===== src/rtl/clk_sample_measure.sv =====
// Gated edge counter: measures clk_sample_in against clk_in over 2^GATE_LOG2 cycles and
// returns the equivalent phase-accumulator increment.
module clk_sample_measure #(
   parameter int PHASE_WIDTH = 32,
   parameter int GATE_LOG2   = 12
) (
   input  logic                   clk_in,
   input  logic                   RST_n,
   input  logic                   clk_sample_in,
   input  logic                   start,
   input  logic                   cont,
   output logic [PHASE_WIDTH-1:0] sample_fre,
   output logic                   fre_valid,
   output logic                   no_clk,
   output logic                   busy
);

   localparam int SHIFT = PHASE_WIDTH - GATE_LOG2;

   typedef enum logic [1:0] {
      ST_IDLE = 2'd0,
      ST_ARM  = 2'd1,
      ST_GATE = 2'd2,
      ST_DONE = 2'd3
   } state_t;

   state_t                 state_q, state_d;
   logic [GATE_LOG2-1:0]   timer_q, timer_d;
   logic [GATE_LOG2-1:0]   count_q, count_d;
   logic                   timeout_q, timeout_d;
   logic [2:0]             sync_q, sync_d;
   logic [PHASE_WIDTH-1:0] fre_q, fre_d;
   logic                   no_clk_q, no_clk_d;
   logic                   edge_det;
   logic                   timer_last;

   // sync_q[1:0] is the two-flop synchroniser; sync_q[2] is its delayed copy for edge detect.
   always_comb begin
      sync_d = {sync_q[1:0], clk_sample_in};
   end

   assign edge_det   = sync_q[1] & ~sync_q[2];
   assign timer_last = &timer_q;

   always_comb begin
      state_d   = state_q;
      timer_d   = timer_q;
      count_d   = count_q;
      timeout_d = timeout_q;
      fre_d     = fre_q;
      no_clk_d  = no_clk_q;

      unique case (state_q)
         ST_IDLE: begin
            if (start | cont) begin
               state_d   = ST_ARM;
               timer_d   = '0;
               timeout_d = 1'b0;
            end
         end
         // The aligning edge starts the gate but is not itself counted.
         ST_ARM: begin
            if (edge_det) begin
               state_d = ST_GATE;
               timer_d = '0;
               count_d = '0;
            end else if (timer_last) begin
               state_d   = ST_DONE;
               timeout_d = 1'b1;
               fre_d     = '0;
               no_clk_d  = 1'b1;
            end else begin
               timer_d = timer_q + 1'b1;
            end
         end
         ST_GATE: begin
            count_d = count_q + GATE_LOG2'(edge_det);
            if (timer_last) begin
               state_d  = ST_DONE;
               fre_d    = PHASE_WIDTH'(count_d) << SHIFT;
               no_clk_d = 1'b0;
            end else begin
               timer_d = timer_q + 1'b1;
            end
         end
         ST_DONE: begin
            timer_d   = '0;
            timeout_d = 1'b0;
            state_d   = cont ? ST_ARM : ST_IDLE;
         end
         default: state_d = ST_IDLE;
      endcase
   end

   always_ff @(posedge clk_in) begin
      if (!RST_n) begin
         state_q   <= ST_IDLE;
         timer_q   <= '0;
         count_q   <= '0;
         timeout_q <= 1'b0;
         sync_q    <= '0;
         fre_q     <= '0;
         no_clk_q  <= 1'b0;
      end else begin
         state_q   <= state_d;
         timer_q   <= timer_d;
         count_q   <= count_d;
         timeout_q <= timeout_d;
         sync_q    <= sync_d;
         fre_q     <= fre_d;
         no_clk_q  <= no_clk_d;
      end
   end

   // Result registers load on entry to DONE, so they are already new while fre_valid is high.
   assign sample_fre = fre_q;
   assign no_clk     = no_clk_q;
   assign fre_valid  = (state_q == ST_DONE);
   assign busy       = (state_q != ST_IDLE);

endmodule


===== config.mk =====
export PLATFORM = sky130hd
export DESIGN_NAME = clk_sample_measure
export DESIGN_NICKNAME = d
export VERILOG_FILES = /design/src/rtl/clk_sample_measure.sv
export SDC_FILE = /design/constraint.sdc
export NUM_CORES = 1
export LEC_CHECK = 0
export CORE_UTILIZATION = 58
export CTS_CLUSTER_DIAMETER = 200
export DETAILED_ROUTE_END_ITERATION = 10
export MAX_ROUTING_LAYER = met4
export PLACE_DENSITY = 0.88
export SLEW_MARGIN = 20
export SYNTH_ARGS = -nofsm -noshare
export SYNTH_HDL_FRONTEND = slang
export SYNTH_SLANG_ARGS = --single-unit

===== constraint.sdc =====
create_clock -name clk_in -period 2.8 [get_ports clk_in]
set_input_delay 0.42 -clock clk_in [delete_from_list [all_inputs] [get_ports clk_in]]
set_output_delay 0.42 -clock clk_in [all_outputs]
set_load 0.02 [all_outputs]

==> metrics.md <==
| Metric | Value |
|---|---|
| WHS | 0.461 ns |
| Initial DRC Count | about 180 |
| Total power | between 1 and 1.5 mW |
| Die Y | a little under 70 um |
| Upper clock frequency limit | around 440 MHz |
| Final WL | between 5000 and 6000 um |
| Placed Area | between 2000 and 3000 um^2 |
| Async SR Flop Fraction | 0% |
| WP buf/inv | 1 |
| Final Max Tran Viols | 0 |
| Finished Cell Area | roughly 2700 um^2 |
| Remaining global-route overflow | 0 |
| # Max-Cap Violations | 0 |
| FILL cells | 340 |
| Cell count after placement | around 340 |
| PD cells | approximately 430 nW/um^2 |
| CP delay by family, top | simple AND/OR/NAND/NOR gates |
| Clock-pin transition on the worst setup and hold timing paths | around 0.090 ns |
| P&R area growth vs syn | 8.20% |
| Initial antenna violation count | 0 |
| Critical path required time | about 3 ns |
| Clk sink count | 42 |
| Vias | about 2200 |
| Number of flops mapped to enable cells by yosys | 0 |
| Mean post-synth cell area | between 8 and 9 um^2 |
| Wire per inst | 15.7 um |
| # resized after CTS | 0 |
| Buffer depth of the longest clock path | 2 |
| Global-route wire length before repair | about 9000 um |
| Period minus WS final | ~2.3 ns |
| Hold Path Class | reg2reg |
| Tcrit/Tclk final | about four fifths |
| Worst-margin pin slew | about 1.0 ns |
| Largest net degree at the start of global routing | 34 |
| Postcts setup bufs | 0 |
| TritonCTS clock tree | built |
| Synth Instances | about 290 |
| # IOs | 40 |
| Post-CTS Hold Buffers | 0 |
| Core region area | 4090 um^2 |
| Sequential cell area | 841 um^2 |
| Drt first pass iters | 4 |
| Type of destination of the critical path | register |
| Root Driver | clkbuf_8 |
| Port Buf Inserts | 19 |
| WS Path Type | reg2reg |
| Ys flop type | dfxtp_1 |
| Final ANT Viol Nets | 0 |
| Num rows | 23 |
| Initial core utilization | between 60 and 70% |
| Sequential share of the synthesized area | roughly 33% |
| Worst IR Drop VDD | ~0.00027 V |
| Final Hold Violating Endpoints | 0 |
| Leading area contributor after synthesis | dfxtp_1 |
| Max H-tree Level | 2 |
| Share of cells above drive strength 1 | ~8.7% |
| Synth top area cells | dfxtp_1, buf_4, ha_1, o21ai_0, a21boi_1 |
| Vias in the first global route | ~1900 |
| Worst skew pair latency | around 0.30 ns |
| Worst setup SP type | register |
| Detailed placer's ending HPWL | 3870 um |
| Syn Std Cell Area | ~2500 um^2 |
| Diode count | 0 |
| Yosys cell types | 60 |
| Worst rel slew slack | between 30% and 40% |
| CP max stage delay | roughly 0.43 ns |
| Multi-input combinational cell area | between 1500 and 2000 um^2 |
| Post-synth top area share | 33.2% |
| Residual DRC | 0 |
| Data arrival, critical path | around 2.5 ns |
| Max FO, Critical Path | 10 |
| Outcome | finished clean |
| Final Setup Violations | 0 |
| Synth Register Bits | 42 |
| RSZ-0062 raised after global routing | no |
| Setup TNS | 0 ns |
| CP cell instances | nand2b_1 -> inv_1 -> ha_1 -> ha_1 -> nand3_2 -> nor3_1 -> xor2_1 -> a32o_1 |
| Total Routing Usage GR | roughly a quarter |
| Crit path max-delay cell type | nor3_1 |
| CP dominant cell by count | ha_1 |
| Leakage | roughly 1.0 nW |
| Die footprint | ~4600 um^2 |
| Nets | between 300 and 400 |
| Die width | 68.1 um |
| Final Non-Filler Cells | about 350 |
| Yosys warns | 0 |
| Routability Congestion | 0.886 |
| Num CTS Buffers | 5 |
| DR vias/cell | roughly 6.3 |
| Clk_skew | ~0.0093 ns |
[path summary, 6_finish.rpt]
| check | start | endpoint | slack (ns) | cells after the start |
|---|---|---|---|---|
| max | sync_q[2] | count_q[10] | 0.54 | 8 |
| min | sync_q[0] | sync_q[1] | 0.46 | 1 |
| min reg2reg | sync_q[0] | sync_q[1] | 0.46 | 1 |
| max reg2reg | sync_q[2] | count_q[10] | 0.54 | 8 |
[power by group]
part | switching (mW) | internal (mW) | total, mW
clock network | 0.211 | 0.199 | 0.410
logic | 0.114 | 0.0551 | 0.169
registers | 0.00663 | 0.603 | 0.610
total | 0.332 | 0.858 | 1.19
[placed cells by master, fill, tap and decap left out, types with 9 or more instances in the layout]
cell / netlist / routed
conb_1: 1 / 20
o21ai_0: 20 / 20
ha_1: 9 / 9
dfxtp_1: 42 / 42
nand2_1: 18 / 18
clkdlybuf4s50_1: 0 / 19
a21boi_1: 9 / 9
a21oi_1: 10 / 10
nor3_1: 13 / 13
nand4_1: 9 / 9
[through the flow]
| step | util [%] | setup WS (ns) |
|---|---|---|
| 2_1_floorplan | - | 0.901 |
| 3_3_place_gp | 64.9 | 0.695 |
| 3_5_place_dp | 64.9 | 0.599 |
| 4_1_cts | 67.1 | 0.581 |
| 5_1_grt | 67.1 | 0.299 |
| 6_report | 67.1 | 0.535 |
[per-layer routing]
metal / GRT usage (%) / vias up / part of all wire (%)
li1: - / 1056 / -
met1: 35.7 / 1032 / 46
met2: 38.5 / 96 / 45
met3: 4.33 / 14 / 7.2
met4: 10.7 / 0 / 2.0
met5: - / - / 0
[synthesized netlist by cell type (3+ instances only)]
cell type   n
inv_1       6
a2111oi_0   3
nor3_1     13
xnor2_1     4
o21ai_1     5
mux2i_1     3
nor2_1      5
a21oi_1    10
nand2b_1    3
nor4_1      3
xor2_1      3
a21boi_0    7
nand3_1     6
dfxtp_1    42
a21boi_1    9
o21ai_0    20
o2111ai_1   5
nor2b_1     3
a32o_1      3
and3_1      3
clkbuf_1    7
and2_1      6
buf_4      21
or3_1       5
buf_2       6
nand2_1    18
o21a_1      4
o211ai_1    6
ha_1        9
nand4_1     9
nor4b_1     3
[cells by family after synthesis]
kind of cell | Yosys count | share of synthesized area, %
fa+ha+maj | 9 | 4.44
simple gates | 93 | 23.6
flops | 42 | 33.2
compound gates | 88 | 24.9
other cells | 1 | 0.148
buf+inv | 43 | 10.1
mux | 3 | 1.19
xor+xnor | 7 | 2.42
[registers in the layout (all words and copies together) (netlist names)]
register and flops:
count_q 12, sample_fre 12, timer_q 12, sync_q 3
state_q 2, no_clk 1
[worst reg2reg max path, cell delays in order (launching register included)]
cell      delay (ns)
dfxtp_1         0.31
nand2b_1        0.29
inv_1           0.18
ha_1            0.21
ha_1            0.22
nand3_2         0.19
nor3_1          0.43
xor2_1          0.12
a32o_1          0.22
[cell type report]
| class | instances | area share, % |
|---|---|---|
| multi-input combinational | 220 | 55.0 |
| clock inverter | 1 | 0.183 |
| tap | 50 | 2.28 |
| timing repair buffer | 22 | 7.76 |
| clock buffer | 7 | 3.15 |
| inverter | 7 | 0.958 |
| sequential | 42 | 30.7 |
(Power assumes the default switching activity.)
